[src/rtl/coeff_sched.sv]
// coeff_sched: walks a frame's tile descriptors and issues each tile's Gaussians with the tile origin attached.
// Latency: out_valid rises one cycle after a Gaussian handshake; sustains one Gaussian per cycle.
// Backpressure: g_ready drops while the output register holds an unaccepted word; optional counters under COEFF_SCHED_STATS_EN.
module coeff_sched #(
    parameter int TILE_SIZE  = 16,
    parameter int DATA_WIDTH = 32,
    parameter int FRAC_BITS  = 16,
    parameter int CNT_WIDTH  = 16
) (
    input  logic                         clk,
    input  logic                         rst,
    input  logic                         start,
    input  logic [CNT_WIDTH-1:0]         num_tiles,
    input  logic                         abort,
    output logic                         busy,
    output logic                         done,
    input  logic                         tile_valid,
    output logic                         tile_ready,
    input  logic [CNT_WIDTH-1:0]         tile_x,
    input  logic [CNT_WIDTH-1:0]         tile_y,
    input  logic [CNT_WIDTH-1:0]         tile_gcount,
    output logic                         tile_skip,
    input  logic                         g_valid,
    output logic                         g_ready,
    input  logic signed [DATA_WIDTH-1:0] g_a,
    input  logic signed [DATA_WIDTH-1:0] g_b,
    input  logic signed [DATA_WIDTH-1:0] g_c,
    input  logic signed [DATA_WIDTH-1:0] g_mu_x,
    input  logic signed [DATA_WIDTH-1:0] g_mu_y,
    output logic                         out_valid,
    input  logic                         out_ready,
    output logic signed [DATA_WIDTH-1:0] out_a,
    output logic signed [DATA_WIDTH-1:0] out_b,
    output logic signed [DATA_WIDTH-1:0] out_c,
    output logic signed [DATA_WIDTH-1:0] out_mu_x,
    output logic signed [DATA_WIDTH-1:0] out_mu_y,
    output logic signed [DATA_WIDTH-1:0] out_x,
    output logic signed [DATA_WIDTH-1:0] out_y,
    output logic                         out_end_of_tile
`ifdef COEFF_SCHED_STATS_EN
    ,
    output logic [CNT_WIDTH-1:0]         stat_issued,
    output logic [CNT_WIDTH-1:0]         stat_stall
`endif
);

    // Tile index to fixed-point pixel origin is a pure left shift; wide
    // intermediate so the truncation to DATA_WIDTH is explicit.
    localparam int SHIFT = $clog2(TILE_SIZE) + FRAC_BITS;
    localparam int WW    = DATA_WIDTH + CNT_WIDTH + SHIFT;

    typedef enum logic [1:0] {S_IDLE, S_LOAD_TILE, S_ISSUE, S_DONE} state_t;

    state_t                  state_q, state_d;
    logic [CNT_WIDTH-1:0]    tiles_left_q, tiles_left_d;
    logic [CNT_WIDTH-1:0]    gauss_left_q, gauss_left_d;
    logic [DATA_WIDTH-1:0]   origin_x_q, origin_x_d;
    logic [DATA_WIDTH-1:0]   origin_y_q, origin_y_d;
    logic                    tile_skip_q, tile_skip_d;
    logic                    out_valid_q;
    logic [DATA_WIDTH-1:0]   out_a_q, out_b_q, out_c_q, out_mu_x_q, out_mu_y_q;
    logic [DATA_WIDTH-1:0]   out_x_q, out_y_q;
    logic                    out_eot_q;

    logic [WW-1:0]           ox_wide, oy_wide;
    logic                    tile_hs, g_hs, out_hs, done_fire;
    logic                    last_tile, last_gauss;

    function automatic logic [CNT_WIDTH-1:0] sat_dec(input logic [CNT_WIDTH-1:0] v);
        return (v == '0) ? '0 : v - CNT_WIDTH'(1);
    endfunction

    assign ox_wide    = WW'(tile_x) << SHIFT;
    assign oy_wide    = WW'(tile_y) << SHIFT;

    assign tile_ready = (state_q == S_LOAD_TILE);
    assign g_ready    = (state_q == S_ISSUE) && (!out_valid_q || out_ready);
    assign busy       = (state_q != S_IDLE);
    // abort wins over every handshake, so a handshake seen alongside it is dropped
    assign tile_hs    = tile_ready && tile_valid && !abort;
    assign g_hs       = g_ready && g_valid && !abort;
    assign out_hs     = out_valid_q && out_ready;
    assign last_tile  = (tiles_left_q <= CNT_WIDTH'(1));
    assign last_gauss = (gauss_left_q == CNT_WIDTH'(1));
    // DONE completes once the final word has left (or is leaving this cycle)
    assign done_fire  = (state_q == S_DONE) && (!out_valid_q || out_ready);
    assign done       = done_fire && !abort;
    assign tile_skip  = tile_skip_q;

    // Next-state, counter and origin bookkeeping
    always_comb begin
        state_d      = state_q;
        tiles_left_d = tiles_left_q;
        gauss_left_d = gauss_left_q;
        origin_x_d   = origin_x_q;
        origin_y_d   = origin_y_q;
        tile_skip_d  = 1'b0;
        if (abort) begin
            state_d      = S_IDLE;
            tiles_left_d = '0;
            gauss_left_d = '0;
        end else begin
            case (state_q)
                S_IDLE: begin
                    if (start) begin
                        tiles_left_d = num_tiles;
                        state_d      = (num_tiles == '0) ? S_DONE : S_LOAD_TILE;
                    end
                end
                S_LOAD_TILE: begin
                    if (tile_hs) begin
                        origin_x_d   = ox_wide[DATA_WIDTH-1:0];
                        origin_y_d   = oy_wide[DATA_WIDTH-1:0];
                        gauss_left_d = tile_gcount;
                        if (tile_gcount == '0) begin
                            tile_skip_d  = 1'b1;
                            tiles_left_d = sat_dec(tiles_left_q);
                            state_d      = last_tile ? S_DONE : S_LOAD_TILE;
                        end else begin
                            state_d = S_ISSUE;
                        end
                    end
                end
                S_ISSUE: begin
                    if (g_hs) begin
                        gauss_left_d = sat_dec(gauss_left_q);
                        if (last_gauss) begin
                            tiles_left_d = sat_dec(tiles_left_q);
                            state_d      = last_tile ? S_DONE : S_LOAD_TILE;
                        end
                    end
                end
                S_DONE: begin
                    if (done_fire) state_d = S_IDLE;
                end
                default: state_d = S_IDLE;
            endcase
        end
    end

    // Controller state and counters
    always_ff @(posedge clk) begin
        if (rst) begin
            state_q      <= S_IDLE;
            tiles_left_q <= '0;
            gauss_left_q <= '0;
            origin_x_q   <= '0;
            origin_y_q   <= '0;
            tile_skip_q  <= 1'b0;
        end else begin
            state_q      <= state_d;
            tiles_left_q <= tiles_left_d;
            gauss_left_q <= gauss_left_d;
            origin_x_q   <= origin_x_d;
            origin_y_q   <= origin_y_d;
            tile_skip_q  <= tile_skip_d;
        end
    end

    // Output register: loads on a Gaussian handshake, holds while stalled
    always_ff @(posedge clk) begin
        if (rst) begin
            out_valid_q <= 1'b0;
            out_a_q     <= '0;
            out_b_q     <= '0;
            out_c_q     <= '0;
            out_mu_x_q  <= '0;
            out_mu_y_q  <= '0;
            out_x_q     <= '0;
            out_y_q     <= '0;
            out_eot_q   <= 1'b0;
        end else if (abort) begin
            out_valid_q <= 1'b0;
        end else if (g_hs) begin
            out_valid_q <= 1'b1;
            out_a_q     <= g_a;
            out_b_q     <= g_b;
            out_c_q     <= g_c;
            out_mu_x_q  <= g_mu_x;
            out_mu_y_q  <= g_mu_y;
            out_x_q     <= origin_x_q;
            out_y_q     <= origin_y_q;
            out_eot_q   <= last_gauss;
        end else if (out_hs) begin
            out_valid_q <= 1'b0;
        end
    end

    assign out_valid       = out_valid_q;
    assign out_a           = out_a_q;
    assign out_b           = out_b_q;
    assign out_c           = out_c_q;
    assign out_mu_x        = out_mu_x_q;
    assign out_mu_y        = out_mu_y_q;
    assign out_x           = out_x_q;
    assign out_y           = out_y_q;
    assign out_end_of_tile = out_eot_q;

`ifdef COEFF_SCHED_STATS_EN
    logic [CNT_WIDTH-1:0] stat_issued_q, stat_stall_q;

    // Saturating issue/stall counters, restarted with each accepted frame
    always_ff @(posedge clk) begin
        if (rst || ((state_q == S_IDLE) && start && !abort)) begin
            stat_issued_q <= '0;
            stat_stall_q  <= '0;
        end else begin
            if (out_hs && (stat_issued_q != '1))
                stat_issued_q <= stat_issued_q + CNT_WIDTH'(1);
            if (out_valid_q && !out_ready && (stat_stall_q != '1))
                stat_stall_q <= stat_stall_q + CNT_WIDTH'(1);
        end
    end

    assign stat_issued = stat_issued_q;
    assign stat_stall  = stat_stall_q;
`endif

endmodule

[config.mk]
export PLATFORM = sky130hd
export DESIGN_NAME = coeff_sched
export DESIGN_NICKNAME = d
export VERILOG_FILES = /design/src/rtl/coeff_sched.sv
export SDC_FILE = /design/constraint.sdc
export NUM_CORES = 1
export LEC_CHECK = 0
export ABC_CLOCK_PERIOD_IN_PS = 2300
export BUFFER_PORTS_ARGS = -buffer_cell sky130_fd_sc_hd__buf_4
export CORE_AREA = 2 2 177 179
export CTS_CLUSTER_SIZE = 16
export DETAILED_ROUTE_END_ITERATION = 7
export DIE_AREA = 0 0 179 181
export PLACE_DENSITY_LB_ADDON = 0.1
export SYNTH_ARGS = -nofsm -noshare
export SYNTH_HDL_FRONTEND = slang
export SYNTH_SLANG_ARGS = --single-unit
[constraint.sdc]
create_clock -name clk -period 2.3 [get_ports clk]
set_input_delay 0.115 -clock clk [delete_from_list [all_inputs] [get_ports clk]]
set_output_delay 0.115 -clock clk [all_outputs]
set_load 0.01 [all_outputs]
==> impl_summary.log <==
[metrics] hold path start: num_tiles[6]
[metrics] antenna violations before repair: 0
[metrics] gate count after technology mapping: 1292
[metrics] post-synthesis cell type count: 59
[metrics] start-to-end type of the worst setup path: register to register
[metrics] cell with the biggest individual delay on the critical path: sky130_fd_sc_hd__or4_4
[metrics] Tot GR Track Use: 21.45%
[metrics] status: completed
[metrics] register clock-pin slew on the reported worst setup and hold paths: about 0.06 ns
[metrics] Post-Layout Inst Area: 16800 um^2
[metrics] Final setup violation count: 0
[metrics] top cells by instance count after synthesis: 441 x sky130_fd_sc_hd__nand2_1, 245 x sky130_fd_sc_hd__dfxtp_1, 234 x sky130_fd_sc_hd__a21oi_1, 87 x sky130_fd_sc_hd__clkbuf_1, 40 x sky130_fd_sc_hd__buf_4
[metrics] number of buffers created by CTS: 29
[metrics] PortBufs: 413
[metrics] kind of start point of the critical path: register
[metrics] most frequently used flop master after synthesis: sky130_fd_sc_hd__dfxtp_1
[metrics] Static Leak: between 6 and 7 nW
[metrics] Clock Power Share: a little under half
[metrics] number of flops mapped to enable cells by yosys: 0
[metrics] maximum clock rate: 438.2 MHz
[metrics] Slew HR: between 40% and 50%
[metrics] clock root buffer: sky130_fd_sc_hd__clkbuf_16
[metrics] remaining antenna violation count: 0
[metrics] cell depth of the worst min-delay path: 4
[metrics] longest individual stage delay on the worst path: 0.55 ns
[metrics] biggest area consumer among synthesized cells: sky130_fd_sc_hd__dfxtp_1
[metrics] total power divided by cell area: 652.2 nW/um^2
[metrics] part of the total power dissipated in combinational logic: 14.9%
[metrics] later-pin clock latency in the skew report: 0.55 ns
[metrics] endpoint of the lowest-slack register-to-register path: state_q[0]
[metrics] part of the Yosys area used for sequential elements: 48.92%
[metrics] Total Wirelength: 37100 um
[metrics] Final min period: 2.282 ns
[metrics] Worst EP required: 2.78 ns
[metrics] most used standard cell by instance count after synthesis: sky130_fd_sc_hd__nand2_1
[metrics] overall die width: around 180 um
[metrics] Placed Cells: between 2000 and 2500
[metrics] diode insertion count for antenna repair: 0
[metrics] number of standard-cell rows in the floorplan: 64
[metrics] CP arrival: 2.76 ns
[metrics] overall overflow remaining after global route: 0
[metrics] global-route wire length before repair: 56550 um
[metrics] internal reg-to-reg setup slack: around 0.018 ns
[metrics] Syn Area/Cell: 7.760 um^2
[metrics] total count of hold-check failures in the final report: 0
[metrics] area of the core: 30350 um^2
[metrics] maximum number of pins on one net before global-route repair: 116
[metrics] fill cell total of the finished layout: 2793
[metrics] max cap viols: 0
[metrics] share of final-layout standard cells stronger than drive strength 1: 28.26%
[metrics] measured slew at the worst slew-check pin: 0.7787 ns
[metrics] post-synthesis to final-layout area growth: 67.59%
[metrics] element type at the critical path end: register
[metrics] category of cells accounting for the largest share of critical-path delay: simple AND/OR/NAND/NOR gates
[metrics] synthesis-stage register bit count: 245
[metrics] crit path max fanout: 6
[metrics] share of async-settable or async-resettable flops after synthesis: 0%
[metrics] IO Count: 462
[metrics] per-cell routed wire length: about 16 um
[metrics] CTS H-tree depth: 1
[metrics] worst ir drop on vdd: approximately 0.52 mV
[metrics] detailed-route vias per instance: 4.796
[metrics] worst slack on hold paths: 0.04038 ns
[metrics] ranking of synthesized cells by area: sky130_fd_sc_hd__dfxtp_1 49%, sky130_fd_sc_hd__nand2_1 17%, sky130_fd_sc_hd__a21oi_1 12%
[metrics] Min-Delay Path Class: primary input to register
[metrics] total design power: 10.96 mW
[metrics] number of sinks driven by the clock tree: 245
[metrics] depth of the worst register-to-register path: 7
[metrics] routed via count: between 10000 and 15000
[metrics] worst-case clock buffer depth: 3
[metrics] netlist area before placement: between 10000 and 15000 um^2
[metrics] DR iter-0 viols: 777
[metrics] portion of the clock cycle consumed by the worst path in the final layout: 99.23%
[metrics] first-pass iteration count of the detailed router: 5
[metrics] via count of the first global-routing pass: 10590
[metrics] total half-perimeter wirelength after legalization and detailed placement: 24230 um
[metrics] CP Buf/Inv Count: 1
[metrics] initial cell density of the core: 33.04%
[metrics] Crit Reg-Reg Startpoint: state_q[0]
[metrics] nets: approximately 2100
[metrics] TritonCTS clock tree: built
[metrics] final RePlAce weighted congestion: between 0.8 and 0.9
[metrics] total cell area at the placement stage: 13500 um^2
[metrics] Yosys top cell area share: 48.92%
[metrics] DIE AREA: about 32000 um^2
[metrics] fraction of power consumed by sequential logic: 39.8%
[metrics] Yosys warning total: 0
[metrics] RSZ-0062 raised after global routing: yes
[metrics] count of non-filler cells in the finished layout: roughly 2300
[metrics] internal power of the cells: 8.215 mW
[metrics] proportion of total power due to net switching: 25.04%
[metrics] Pins Over Slew Limit: 0
[metrics] height of the die: around 180 um
[metrics] clock tree skew after final layout: 0.01490 ns
[metrics] end point of the most critical hold path: tiles_left_q[6]
[metrics] net switching power: 2.744 mW
[metrics] drt drc: 0
[metrics] critical-path cell list: inv_2 -> ha_4 -> nand2_2 -> or4b_4 -> o31a_4 -> or4_4 -> a21oi_2
## metal layers
metal  routed length [um]  GRT usage [%]  part of all wire, %
met1                15520          27.34                   42
met2                17910          36.02                   48
met3                 2568          4.735                  6.9
met4                 1105          6.341                  3.0
met5                    0              0                    0
## cell type report
class	instances	area (um^2)	share of cell area (%)
Sequential cell	245	4907	29.21
Tap cell	396	495.5	2.949
Timing Repair Buffer	676	5689	33.86
Clock inverter	15	198.9	1.184
Multi-Input combinational cell	938	4613	27.46
Inverter	12	45.04	0.2681
Clock buffer	39	853.3	5.079
## cell families (layout without fill, tap and decap cells)
group / Yosys count / after routing / synth area share [%]
fa+ha+maj: 10 / 10 / 1.248
simple gates: 561 / 561 / 23.40
compound gates: 326 / 326 / 18.91
buf+inv: 148 / 742 / 7.400
other cells: 1 / 40 / 0.03740
flops: 245 / 245 / 48.92
xor+xnor: 1 / 1 / 0.08737
## tightest hold or removal path: stages
cell and delay [ns]:
sky130_fd_sc_hd__buf_4 0.10, sky130_fd_sc_hd__nor2b_1 0.13, sky130_fd_sc_hd__o211ai_1 0.09, sky130_fd_sc_hd__a21oi_1 0.13
## repair_timing
item / CTS / global route
setup endpoints to repair: 1 / 10
endpoints found under the hold margin: 212 / 0
buffers inserted: 0 / 4
pin swaps: 0 / 6
resized for setup: 1 / 19
cloned: 0 / 1
hold buffers: 212 / 0
## how the worst max path moves through the flow
stage	cells past startpoint	slack (ns)	endpoint	startpoint
6_report	7	0.02	state_q[0]	state_q[0]
5_1_grt	7	-0.04	state_q[0]	state_q[0]
4_1_cts	8	0.03	tiles_left_q[3]	tiles_left_q[0]
3_5_place_dp	8	-0.01	tiles_left_q[8]	state_q[0]
3_3_place_gp	8	0.1	tiles_left_q[8]	state_q[0]
2_1_floorplan	9	0.008	state_q[1]	state_q[0]
## layout by cell type (no fill, tap or decap), drive strengths merged, types with 6 or more instances in the layout
| cell type | Yosys | final |
|---|---|---|
| buf | 49 | 463 |
| nand2 | 441 | 441 |
| dfxtp | 245 | 245 |
| a21oi | 234 | 234 |
| dlygate4sd3 | 0 | 212 |
| conb | 1 | 40 |
| clkbuf | 87 | 40 |
| nor2 | 31 | 31 |
| nor4 | 19 | 19 |
| inv | 11 | 13 |
| nand3 | 12 | 12 |
| o31ai | 12 | 12 |
| nor3 | 12 | 12 |
| o311ai | 11 | 11 |
| o21ai | 10 | 10 |
| ha | 10 | 10 |
| a31oi | 9 | 9 |
| a211oi | 7 | 7 |
| a32oi | 7 | 7 |
| or4 | 7 | 7 |
| or3 | 6 | 6 |
## per-stage QoR
step	TNS (ns)	setup WS, ns	utilization [%]
5_1_grt	-0.04772	-0.03934	55.36
2_1_floorplan	0	0.007704	-
6_report	0	0.01772	55.36
3_3_place_gp	0	0.09946	44.47
4_1_cts	0	0.02874	54.93
3_5_place_dp	-0.01123	-0.01123	44.47
## flip-flops by register name, summed over array words and instances (netlist names)
signal,flops
gauss_left_q,16
origin_x_q,12
origin_y_q,12
out_a,32
out_b,32
out_c,32
out_end_of_tile,1
out_mu_x,32
out_mu_y,32
out_valid,1
out_x,12
out_y,12
state_q,2
tile_skip,1
tiles_left_q,16
## power groups by stage
stage | registers, mW | logic (mW) | clock network [mW]
final | 4.36 | 1.63 | 4.96
after global routing | 4.37 | 1.77 | 5.28
after global placement | 4.45 | 1.26 | 0
after detailed placement | 4.45 | 1.27 | 0
after CTS | 4.36 | 1.58 | 5.09
after floorplan | 4.46 | 0.675 | 0
Power figures use the tool's default switching activity.
